File: config.mk
export PLATFORM = sky130hd
export DESIGN_NAME = colour_pwm_driver
export DESIGN_NICKNAME = d
export VERILOG_FILES = /design/src/rtl/colour_pwm_driver.sv
export SDC_FILE = /design/constraint.sdc
export NUM_CORES = 1
export LEC_CHECK = 0
export ABC_CLOCK_PERIOD_IN_PS = 6800
export CAP_MARGIN = 20
export CORE_ASPECT_RATIO = 0.9
export CORE_UTILIZATION = 65
export DETAILED_ROUTE_END_ITERATION = 8
export HOLD_SLACK_MARGIN = 0.02
export PLACE_DENSITY = 0.89
export SETUP_SLACK_MARGIN = 0.1
export SLEW_MARGIN = 15
export SYNTH_ARGS = -nofsm -noshare
export SYNTH_HDL_FRONTEND = slang
export SYNTH_SLANG_ARGS = --single-unit
File: constraint.sdc
create_clock -name clk -period 6.8 [get_ports clk]
set_input_delay 0.68 -clock clk [delete_from_list [all_inputs] [get_ports clk]]
set_output_delay 0.68 -clock clk [all_outputs]
set_load 0.005 [all_outputs]
File: src/rtl/colour_pwm_driver.sv
// Colour-selector sink: maps a 3-bit colour code and a global brightness onto
// three PWM LED pins, with a linear crossfade whenever the target duties change.
module colour_pwm_driver #(
  parameter int unsigned PWM_W    = 8,
  parameter int unsigned FADE_DIV = 4,
  parameter int unsigned STEP     = 16
) (
  input  logic             clk,
  input  logic             rst,
  input  logic [2:0]       colour,
  input  logic [PWM_W-1:0] brightness,
  output logic             led_r,
  output logic             led_g,
  output logic             led_b,
  output logic             busy
);

  localparam int unsigned DIV_W  = 8;
  localparam int unsigned CALC_W = PWM_W + 1;

  typedef enum logic {
    IDLE = 1'b0,
    FADE = 1'b1
  } state_t;

  state_t state, state_d;

  logic [PWM_W-1:0] pwm_cnt;
  logic [PWM_W-1:0] duty_r, duty_g, duty_b;
  logic [PWM_W-1:0] duty_r_d, duty_g_d, duty_b_d;
  logic [PWM_W-1:0] tgt_r, tgt_g, tgt_b;
  logic [DIV_W-1:0] div_q, div_d;
  logic             busy_d;
  logic             at_target;

  // One fade step toward the target, saturating at it; one spare bit so d+STEP cannot wrap.
  function automatic logic [PWM_W-1:0] step_toward(input logic [PWM_W-1:0] duty,
                                                   input logic [PWM_W-1:0] tgt);
    logic [CALC_W-1:0] d, t, s, r;
    d = CALC_W'(duty);
    t = CALC_W'(tgt);
    s = CALC_W'(STEP);
    r = d;
    if (d < t) begin
      r = ((d + s) > t) ? t : (d + s);
    end else if (d > t) begin
      r = (d < (t + s)) ? t : (d - s);
    end
    return r[PWM_W-1:0];
  endfunction

  assign at_target = (duty_r == tgt_r) && (duty_g == tgt_g) && (duty_b == tgt_b);

  always_ff @(posedge clk) begin
    if (!rst) begin
      state <= IDLE;
    end else begin
      state <= state_d;
    end
  end

  // Next state, divider and duty updates for the crossfade.
  always_comb begin
    state_d  = state;
    div_d    = div_q;
    duty_r_d = duty_r;
    duty_g_d = duty_g;
    duty_b_d = duty_b;
    busy_d   = 1'b0;
    case (state)
      IDLE: begin
        div_d = '0;
        if (!at_target) begin
          state_d = FADE;
        end
      end
      FADE: begin
        if (at_target) begin
          state_d = IDLE;
        end else if (div_q == DIV_W'(FADE_DIV - 1)) begin
          div_d    = '0;
          duty_r_d = step_toward(duty_r, tgt_r);
          duty_g_d = step_toward(duty_g, tgt_g);
          duty_b_d = step_toward(duty_b, tgt_b);
        end else begin
          div_d = div_q + DIV_W'(1);
        end
      end
      default: begin
        state_d = IDLE;
      end
    endcase
    busy_d = (state_d == FADE);
  end

  // Datapath registers: targets, duties, PWM counter and registered pins.
  always_ff @(posedge clk) begin
    if (!rst) begin
      pwm_cnt <= '0;
      duty_r  <= '0;
      duty_g  <= '0;
      duty_b  <= '0;
      tgt_r   <= '0;
      tgt_g   <= '0;
      tgt_b   <= '0;
      div_q   <= '0;
      busy    <= 1'b0;
      led_r   <= 1'b0;
      led_g   <= 1'b0;
      led_b   <= 1'b0;
    end else begin
      pwm_cnt <= pwm_cnt + PWM_W'(1);
      tgt_r   <= colour[0] ? brightness : '0;
      tgt_g   <= colour[1] ? brightness : '0;
      tgt_b   <= colour[2] ? brightness : '0;
      duty_r  <= duty_r_d;
      duty_g  <= duty_g_d;
      duty_b  <= duty_b_d;
      div_q   <= div_d;
      busy    <= busy_d;
      led_r   <= (duty_r > pwm_cnt);
      led_g   <= (duty_g > pwm_cnt);
      led_b   <= (duty_b > pwm_cnt);
    end
  end

endmodule

==> impl_metrics.env <==
export IMPL_io_pins=17
export IMPL_final_instance_count_excl_fill=680
export IMPL_synth_seq_cells=68
export IMPL_yosysWarningCount=0
export IMPL_nets=678
export IMPL_ys_flop_type="dfxtp_1"
export IMPL_path_class="reg2reg"
export IMPL_fp_dieW_um=93.95
export IMPL_p_per_area_mw_per_mm2=169.1
export IMPL_peakVddDrop_v=0.0001751
export IMPL_dp_hpwl_mm=8.865
export IMPL_p_comb_frac=0.161
export IMPL_drt_iter0_markers=225
export IMPL_overflow=0
export IMPL_path_buf_inv=1
export IMPL_die_y_um=84.76
export IMPL_area_growth_pct=9.056
export IMPL_synth_most_common_cell="ha_1"
export IMPL_syn_num_nets=660
export IMPL_crit_arrival_ns=3.32
export IMPL_fmax_mhz=323.2
export IMPL_synth_area_mm2=0.004946
export IMPL_drive_above_1_share=0.05451
export IMPL_clk_latency_ns=0.36
export IMPL_finalWirelength_mm=11.89
export IMPL_switching_share=0.2737
export IMPL_leakage_nw=2.431
export IMPL_clock_skew_ns=0.01204
export IMPL_die_area_mm2=0.007963
export IMPL_synthArstFlopShare=0
export IMPL_route_detailed_drc=0
export IMPL_dp_cells=664
export IMPL_p_int_uw=662.7
export IMPL_ys_top_cells_by_area="dfxtp_1 28%, ha_1 21%, mux2i_1 5.3%"
export IMPL_crit_slowest_cell="dfxtp_1"
export IMPL_synth_cell_types=58
export IMPL_cts_setup_buffers=0
export IMPL_synth_largest_area_cell="dfxtp_1"
export IMPL_slew_violations=0
export IMPL_synth_edf_count=0
export IMPL_core_mm2=0.007221
export IMPL_syn_instance_count=564
export IMPL_grt_total_usage=0.3218
export IMPL_min_path_type="reg2reg"
export IMPL_final_antenna_net_count=0
export IMPL_p_switching_uw=249.7
export IMPL_via_count=4288
export IMPL_fin_crit_ns=3.094
export IMPL_max_stage_delay_ns=0.51
export IMPL_fin_crit_sh=0.4551
export IMPL_synth_seq_area_share=0.2752
export IMPL_outcome="completed"
export IMPL_antenna_found_initial=0
export IMPL_worst_slew_pin_slew_ns=0.6708
export IMPL_n_antenna_cell=0
export IMPL_post_cts_resized=0
export IMPL_synth_top_area_frac=0.2752
export IMPL_cts_buffers=9
export IMPL_critical_path_top_delay_family="compound AO/OA/AOI/OAI gates"
export IMPL_grt_max_degree=50
export IMPL_crit_path_end_kind="register"
export IMPL_vias_per_cell=6.306
export IMPL_cp_start_kind="register"
export IMPL_worstPathCellList="inv_1, ha_1, and4b_1, and2_1, a311o_1, a21oi_2, o221ai_2, mux2i_1, nor2_1"
export IMPL_path_clk_slew_ns=0.08
export IMPL_clock_power_share=0.379
export IMPL_required_ns=7.02
export IMPL_slew_headroom=0.5523
export IMPL_setup_viol=0
export IMPL_cts_tree="yes"
export IMPL_htreeDepth=3
export IMPL_rsz0062_at_grt="false"
export IMPL_p_seq_frac=0.460
export IMPL_grt_pass1_vias=4257
export IMPL_finalSetupTns_ns=0
export IMPL_port_buffers=16
export IMPL_synth_commonest_cells="83 x ha_1, 68 x dfxtp_1, 46 x inv_1"
export IMPL_crit_path_max_fanout=9
export IMPL_clock_path_buffers=2
export IMPL_dr_pass1_iters=5
export IMPL_cap_violations=0
export IMPL_holdBufCountCts=0
export IMPL_cts_root_buffer="clkbuf_8"
export IMPL_syn_avg_cell_area_um2=8.769
export IMPL_gp_congestion=0.9494
export IMPL_grt_pass1_wl_mm=19.88
export IMPL_rows=29
export IMPL_initial_utilization=0.6850
export IMPL_wl_per_cell_um=17.49
export IMPL_hold_violations=0
export IMPL_cts_sinks=68
per-layer routing:
metal  GRT usage  up-vias  routed length, um
met5           0        -                  0
met4      0.1105        0                304
met3     0.08152       28                832
met2      0.5348      157               5632
met1      0.4032     2022               5125
li1            -     2081                  -
kinds of logic after synthesis:
logic type	count (synthesis)	share of synthesized area
AOI/OAI and AO/OA	111	0.1566
xor gates and xnor gates	29	0.05135
adders and majority gates	83	0.2100
buffers and inverters	56	0.04275
DFF	68	0.2752
muxes	34	0.07083
and+or+nand+nor	183	0.1933
layout make-up:
class,instances,area [um^2]
Sequential cell,68,1361
Clock inverter,4,47.55
Timing Repair Buffer,17,167.7
Clock buffer,12,155.1
Inverter,46,172.7
Tap cell,93,116.4
Multi-Input combinational cell,440,3373
Fill cell,512,1827
registers in the layout (all words and copies together) (netlist names):
| signal | cells |
|---|---|
| tgt_g | 8 |
| led_r | 1 |
| duty_b | 8 |
| busy | 1 |
| tgt_b | 8 |
| div_q | 8 |
| duty_g | 8 |
| pwm_cnt | 8 |
| duty_r | 8 |
| led_b | 1 |
| tgt_r | 8 |
| led_g | 1 |
cells in the final DEF, fill, tap and decap left out, drive strengths merged, types with 3 or more instances in the layout:
| cell | count |
|---|---|
| o221ai | 3 |
| mux2i | 26 |
| nand4 | 13 |
| nand3b | 4 |
| clkdlybuf4s50 | 16 |
| xor2 | 8 |
| o211ai | 5 |
| nor3 | 8 |
| a31oi | 4 |
| mux2 | 8 |
| nand2b | 6 |
| nor2 | 38 |
| xnor2 | 21 |
| ha | 83 |
| nand2 | 34 |
| nand3 | 24 |
| dfxtp | 68 |
| a21oi | 37 |
| inv | 46 |
| nor2b | 6 |
| and3 | 34 |
| and2 | 6 |
| o21ai | 20 |
| a21o | 14 |
| o211a | 5 |
| a211oi | 3 |
| clkbuf | 12 |
final timing paths:
check / cells past startpoint / endpoint / slack [ns] / start
max: 9 / duty_b[1] / 3.71 / duty_r[4]
min: 2 / duty_r[3] / 0.49 / tgt_r[3]
max reg2reg: 9 / duty_b[1] / 3.71 / duty_r[4]
min reg2reg: 2 / duty_r[3] / 0.49 / tgt_r[3]
stage by stage:
stage / utilization / hold slack, ns / total power [mW] / cell area [um^2] / setup WS [ns]
3_5_place_dp: 0.7189 / 0.4605 / 0.5702 / 5191 / 3.830
3_3_place_gp: 0.7189 / 0.4476 / 0.5631 / 5191 / 3.950
6_report: 0.7470 / 0.4872 / 0.9124 / 5394 / 3.706
4_1_cts: 0.7470 / 0.4820 / 0.9141 / 5394 / 3.775
2_1_floorplan: - / 0.4347 / 0.5282 / 4946 / 4.276
5_1_grt: 0.7470 / 0.5022 / 0.9524 / 5394 / 3.523
power by group through the flow:
| stage | logic, mW | clock network [mW] | registers [mW] |
|---|---|---|---|
| 3_3_place_gp | 0.135 | 0 | 0.428 |
| 3_5_place_dp | 0.142 | 0 | 0.429 |
| 6_report | 0.147 | 0.346 | 0.420 |
| 5_1_grt | 0.161 | 0.370 | 0.421 |
| 2_1_floorplan | 0.103 | 0 | 0.426 |
| 4_1_cts | 0.144 | 0.351 | 0.419 |
worst min-delay path: stages (launching register included):
cell and delay (ns):
dfxtp_1 0.32, nand2_1 0.05, mux2i_1 0.06
(Power assumes the default switching activity.)
